## config.mk

```make
export PLATFORM = sky130hd
export DESIGN_NAME = transpose_buffer_ctrl
export DESIGN_NICKNAME = d
export VERILOG_FILES = /design/src/rtl/dct2_pkg.sv /design/src/rtl/beat_counter.sv /design/src/rtl/transpose_buffer_ctrl.sv
export SDC_FILE = /design/constraint.sdc
export NUM_CORES = 1
export LEC_CHECK = 0
export BUFFER_PORTS_ARGS = -buffer_cell sky130_fd_sc_hd__buf_2
export CORE_MARGIN = 5
export CORE_UTILIZATION = 45
export CTS_CLUSTER_DIAMETER = 150
export CTS_CLUSTER_SIZE = 10
export DETAILED_ROUTE_END_ITERATION = 16
export PLACE_DENSITY_LB_ADDON = 0.2
export SYNTH_ARGS = -nofsm -noshare
export SYNTH_HDL_FRONTEND = slang
export SYNTH_SLANG_ARGS = --single-unit
```

## constraint.sdc

```tcl
create_clock -name clock -period 2.8 [get_ports clock]
set_clock_uncertainty 0.1 [all_clocks]
set_input_delay 0.56 -clock clock [delete_from_list [all_inputs] [get_ports clock]]
set_output_delay 0.56 -clock clock [all_outputs]
set_load 0.01 [all_outputs]
```

## src/rtl/dct2_pkg.sv

```systemverilog
// Shared definitions for the 2D DCT-II transpose datapath: sequencing states,
// block-size limits and the block-size clamp.
package dct2_pkg;

    localparam int MIN_LOG2 = 2;
    localparam int MAX_N    = 32;

    typedef enum logic [1:0] {
        ST_IDLE  = 2'd0,
        ST_FILL  = 2'd1,
        ST_DRAIN = 2'd2
    } tb_state_e;

    // Requested sizes outside [MIN_LOG2, max_log2] are pinned to the nearest supported size.
    function automatic logic [2:0] clamp_size_log2(input logic [2:0] size_log2,
                                                    input int         max_log2);
        if (int'(size_log2) < MIN_LOG2) begin
            return 3'(MIN_LOG2);
        end
        if (int'(size_log2) > max_log2) begin
            return 3'(max_log2);
        end
        return size_log2;
    endfunction

endpackage

```

## src/rtl/beat_counter.sv

```systemverilog
// Row/column beat counter with synchronous clear, increment and a terminal-count
// flag against the latched last index (n-1).
module beat_counter #(
    parameter int CNT_W = 5
) (
    input  logic             clock,
    input  logic             reset,
    input  logic             clear_i,
    input  logic             inc_i,
    input  logic [CNT_W-1:0] last_val_i,
    output logic [CNT_W-1:0] count_o,
    output logic             at_last_o
);

    logic [CNT_W-1:0] count_q;
    logic [CNT_W-1:0] count_d;

    always_comb begin
        count_d = count_q;
        if (clear_i) begin
            count_d = '0;
        end else if (inc_i) begin
            count_d = count_q + CNT_W'(1);
        end
    end

    always_ff @(posedge clock or posedge reset) begin
        if (reset) begin
            count_q <= '0;
        end else begin
            count_q <= count_d;
        end
    end

    assign count_o   = count_q;
    assign at_last_o = (count_q == last_val_i);

endmodule

```

## src/rtl/transpose_buffer_ctrl.sv

```systemverilog
// Fill/drain sequencer for the N x N transpose buffer: rows shift in on direction 0,
// columns shift out on direction 1, each side gated by its own valid/ready handshake.
module transpose_buffer_ctrl
    import dct2_pkg::*;
#(
    parameter int MAX_N = dct2_pkg::MAX_N,
    parameter int CNT_W = $clog2(MAX_N)
) (
    input  logic             clock,
    input  logic             reset,
    input  logic             start,
    input  logic [2:0]       size_log2,
    input  logic             in_valid,
    output logic             in_ready,
    output logic             out_valid,
    input  logic             out_ready,
    output logic             out_last,
    output logic             buf_enable,
    output logic             buf_direction,
    output logic [CNT_W-1:0] beat_idx,
    output logic             busy,
    output logic             block_done
);

    localparam int               MAX_LOG2 = $clog2(MAX_N);
    localparam logic [CNT_W-1:0] ONES     = '1;

    // Handshake: a beat transfers on any cycle where valid and ready are both high
    // on that side; enable to the cells is exactly that transfer condition.
    tb_state_e        state_q, state_d;
    logic [CNT_W-1:0] last_q, last_d;
    logic             done_q, done_d;
    logic             cnt_clr, cnt_inc;
    logic [CNT_W-1:0] cnt;
    logic             at_last;

    beat_counter #(
        .CNT_W(CNT_W)
    ) u_beat_counter (
        .clock      (clock),
        .reset      (reset),
        .clear_i    (cnt_clr),
        .inc_i      (cnt_inc),
        .last_val_i (last_q),
        .count_o    (cnt),
        .at_last_o  (at_last)
    );

    always_comb begin
        state_d = state_q;
        last_d  = last_q;
        done_d  = 1'b0;
        cnt_clr = 1'b0;
        cnt_inc = 1'b0;
        unique case (state_q)
            ST_IDLE: begin
                if (start) begin
                    // n-1 is the low clamp(size_log2) bits set.
                    last_d  = ~(ONES << clamp_size_log2(size_log2, MAX_LOG2));
                    cnt_clr = 1'b1;
                    state_d = ST_FILL;
                end
            end
            ST_FILL: begin
                if (in_valid) begin
                    if (at_last) begin
                        cnt_clr = 1'b1;
                        state_d = ST_DRAIN;
                    end else begin
                        cnt_inc = 1'b1;
                    end
                end
            end
            ST_DRAIN: begin
                if (out_ready) begin
                    if (at_last) begin
                        cnt_clr = 1'b1;
                        done_d  = 1'b1;
                        state_d = ST_IDLE;
                    end else begin
                        cnt_inc = 1'b1;
                    end
                end
            end
            default: begin
                state_d = ST_IDLE;
            end
        endcase
    end

    always_ff @(posedge clock or posedge reset) begin
        if (reset) begin
            state_q <= ST_IDLE;
            last_q  <= CNT_W'(3);
            done_q  <= 1'b0;
        end else begin
            state_q <= state_d;
            last_q  <= last_d;
            done_q  <= done_d;
        end
    end

    assign in_ready      = (state_q == ST_FILL);
    assign out_valid     = (state_q == ST_DRAIN);
    assign buf_direction = (state_q == ST_DRAIN);
    assign busy          = (state_q != ST_IDLE);
    assign out_last      = (state_q == ST_DRAIN) && at_last;
    assign buf_enable    = ((state_q == ST_FILL) && in_valid) || ((state_q == ST_DRAIN) && out_ready);
    assign beat_idx      = cnt;
    assign block_done    = done_q;

endmodule

```

==> reports/results.txt <==
The tools report the startpoint of the worst-slack reg-to-reg timing path as state_q[0]$_DFFE_PP0P_. Global routing finished with a remaining overflow of 0. Once placement finished, the instance area stood at 914.6 um2. The critical path buffer and inverter count came out at 1.

The post-synth net total came out at 92. For this run, the post-layout net count is 115. The uppermost signal routing layer after detailed routing is met4. Summed over all cells, the static leakage comes to 0.4714 nW. In this run the tightest slew margin relative to its limit is 65.10%.

The average vias per placed instance is 4.806, and the global-route wire length before repair is 2532 um. The tools report the highest ir drop seen on vdd as 0.5001 mV. The routed design uses 76 um of met3 wire. The filler cell count was 156; the later-pin clock latency in the skew report was 0.27 ns.

For the number of setup violations in the final report, the log shows 0. The actual transition at the worst max-transition pin was 0.5229 ns. The quantity of gates resized following cts was 0; the largest incremental delay on the critical path was 0.46 ns. STA classifies the critical path endpoint as a primary output. Setup total negative slack on the finished layout was measured at 0 ns. The number of global-route vias before repair came out at 599. The number of levels in the clock H-tree is 1, and the synthesized netlist cell count is 77. The overall die width came out at 52.05 um.

The class of the tightest hold or removal check is input pin to asynchronous set/reset pin. No sink is reached through more buffers than the 2 on the longest clock path. Leaving out fill and tap cells, the most frequent cell in the layout is buf_2. For the finished layout, the period the worst path requires is 2.268 ns. The synthesized netlist devotes 13.05% of its cell area to compound gates. The cell sitting at the root of the clock tree is a clkbuf_4. The Yosys step of the flow raised 0 warnings. The global-route usage over all layers is 12.91%, and the number of buffers inserted to repair setup after CTS is 0.

The post-synthesis share of cell area spent on and, or, nand and nor gates works out to 14.15%. The maximum achievable frequency was 441.0 MHz; the required time of the worst setup path was 2.14 ns. The routed layout has 596 vias. The worst register-to-register path ends at u_beat_counter.count_o[1]$_DFFE_PP0P_. After floorplanning, the core was divided into 15 placement rows. The final period utilization is 80.99%. The largest fanout on the critical path was 7. The initial detailed-routing violation count was 1; the number of port buffers was 19. Summed over all nets, the half-perimeter wirelength after detailed placement is 1230 um. The synthesized netlist occupies a cell area of 795.8 um2. After detailed routing, the average wire length per cell comes to 12.33 um. For flop-to-flop paths, the worst setup slack is 0.84 ns.

For the largest net degree at the start of global routing, the log shows 14. By area, the combinational part of the netlist is dominated by simple AND/OR/NAND/NOR gates. The clock slew seen by the registers of the worst setup and hold paths is 0.08 ns.

The tools report the type of element launching the critical path as a flip-flop. The final number of max-transition violations is 0, and the post-synthesis average cell area is 10.33 um2. TritonCTS built the clock tree. Compared with the post-synthesis result, the final layout area differs by 18.24%. For this run, the share of the core covered by cells in the final layout is 55.09%. The floorplan step set the die height to 52.05 um.

The core region is 1708 um2. In the layout the commonest cells are buf_2, dfrtp_1, nor2_1. Of the post-synthesis cell area, the part taken by muxes is 5.503%. 0 antenna diodes ended up in the layout. The die area was 2709 um2; the top-level I/O count was 20. After synthesis, flip-flops and latches occupy 41.19% of the total area.

The finished cells cover 940.9 um2. Counting the buffers created by CTS gives 3. The detail route stage leaves a number of antenna-violating nets equal to 0. The kind of cell adding the most delay to the critical path was simple AND/OR/NAND/NOR gates. The cell at the slowest stage of the critical path was dfrtp_1.

The critical path class is flip-flop to primary output. The number of different library cells used by synthesis comes to 27. The routed wire length came out at 1529 um. The arrival time of data at the critical path endpoint was 1.61 ns.

The depth of the worst register-to-register path is 7, and the effective utilization at floorplan is 46.59%. The synthesized flop and latch total was 13. Cells with a size suffix above 1 make up 31.31% of the layout. Setup repair after global routing left no endpoint under its margin. Power spread over the standard cell area amounts to 936.4 nW/um2. Traced cell by cell, the critical path runs through xnor2_1 -> nand3_2 -> or2_1 -> nor2_1 -> buf_2. Before antenna repair, the detailed router went through 4 iterations. Of the total synthesized cell area, the portion taken by XOR and XNOR cells is 10.85%. Buffers inserted to repair hold after CTS numbered 0. Detailed routing placed a total of 800 um of wire on met2. The share of synthesized cell area in full adder, half adder and majority cells was 11.01%; the number of sinks driven by the clock tree was 13. The run finished with clean final reports.

Max-cap violations in this run came to 0. The number of hold violations in the final report was 0; the met1 wire length was 644 um. After detailed routing, the number of remaining DRC violations is 0. At the end of routability-driven placement, the weighted congestion stood at 0.6764. The number of antenna violations at the first check in global routing was 0.
through the flow:
stage | power, mW | setup WS, ns | std cells | hold slack [ns]
after CTS | 0.8969 | 0.5276 | 124 | 0.2164
final | 0.8811 | 0.5323 | 124 | 0.2053
after detailed placement | 0.7763 | 0.8345 | 120 | 0.3959
after floorplan | 0.6473 | 0.9251 | 77 | 0.3355
after global placement | 0.7534 | 0.8521 | 120 | 0.3833
after global routing | 0.9675 | 0.3782 | 124 | 0.2437
worst max path at each step:
stage                                           from  endpoint  slack [ns]  cells after the start
6_report       u_beat_counter.count_o[2]$_DFFE_PP0P_  out_last        0.53                      5
5_1_grt        u_beat_counter.count_o[0]$_DFFE_PP0P_  out_last        0.38                      5
4_1_cts                        last_q[0]$_DFFE_PP1P_  out_last        0.53                      5
3_5_place_dp   u_beat_counter.count_o[2]$_DFFE_PP0P_  out_last        0.83                      5
3_3_place_gp   u_beat_counter.count_o[2]$_DFFE_PP0P_  out_last        0.85                      5
2_1_floorplan  u_beat_counter.count_o[0]$_DFFE_PP0P_  out_last        0.93                      4
synthesized netlist by cell type:
library cell / instances / area (um2)
xor2_1: 3 / 26.28
nand2_1: 6 / 22.52
ha_1: 7 / 87.58
nor2_2: 1 / 6.260
o32ai_2: 1 / 16.27
a21boi_1: 1 / 7.510
or2_1: 1 / 6.260
buf_4: 1 / 7.510
a21oi_1: 2 / 10.01
inv_1: 7 / 26.28
o211ai_1: 1 / 7.510
xnor2_2: 1 / 16.27
xnor2_1: 5 / 43.79
and2_1: 3 / 18.77
mux2i_1: 1 / 10.01
nor2_1: 8 / 30.03
o21ai_0: 3 / 15.01
dfrtp_1: 11 / 275.3
mux2_1: 2 / 22.52
o211ai_2: 1 / 12.51
nand3_2: 1 / 10.01
dfstp_2: 2 / 52.55
o2111ai_1: 2 / 17.52
o31a_1: 1 / 8.760
nand2b_1: 3 / 18.77
mux2_2: 1 / 11.26
o21a_2: 1 / 8.760
worst reg2reg max path: cells and delay by family (launching register included):
kind,cells,cell delay (ns)
AOI/OAI and AO/OA,2,0.50
muxes,1,0.21
and+or+nand+nor,2,0.23
DFF,1,0.42
adders and majority gates,1,0.28
buffers and inverters,1,0.10
kinds of logic (layout without fill, tap and decap cells):
kind of cell,count (synthesis),count (layout)
fa+ha+maj,7,7
compound gates,13,13
buf+inv,8,30
xor+xnor,9,9
flops,13,13
mux,4,4
simple gates,23,23
area by class of cell:
type	instances	area, um2	area share (%)
Clock buffer	4	26.28	2.793
Multi-Input combinational cell	56	434.2	46.14
Tap cell	25	31.28	3.324
Sequential cell	13	327.8	34.84
Inverter	7	26.28	2.793
Timing Repair Buffer	19	95.09	10.11
layer usage:
layer / global-route usage [%] / up-vias
li1: - / 304
met1: 13.42 / 276
met2: 25.10 / 14
met3: 2.865 / 2
met4: 3.930 / 0
met5: 0 / -
registers in the layout, indices dropped and copies added (netlist names):
register                cells
block_done                  1
state_q                     2
last_q                      5
u_beat_counter.count_o      5
where the power goes:
group          switching [mW]  total [mW]  internal, mW
Clock                  0.0618       0.117        0.0551
Sequential             0.0635       0.308         0.244
Combinational           0.248       0.456         0.208
Total                   0.373       0.881         0.508
No activity file was read; power rests on OpenSTA's default activity.
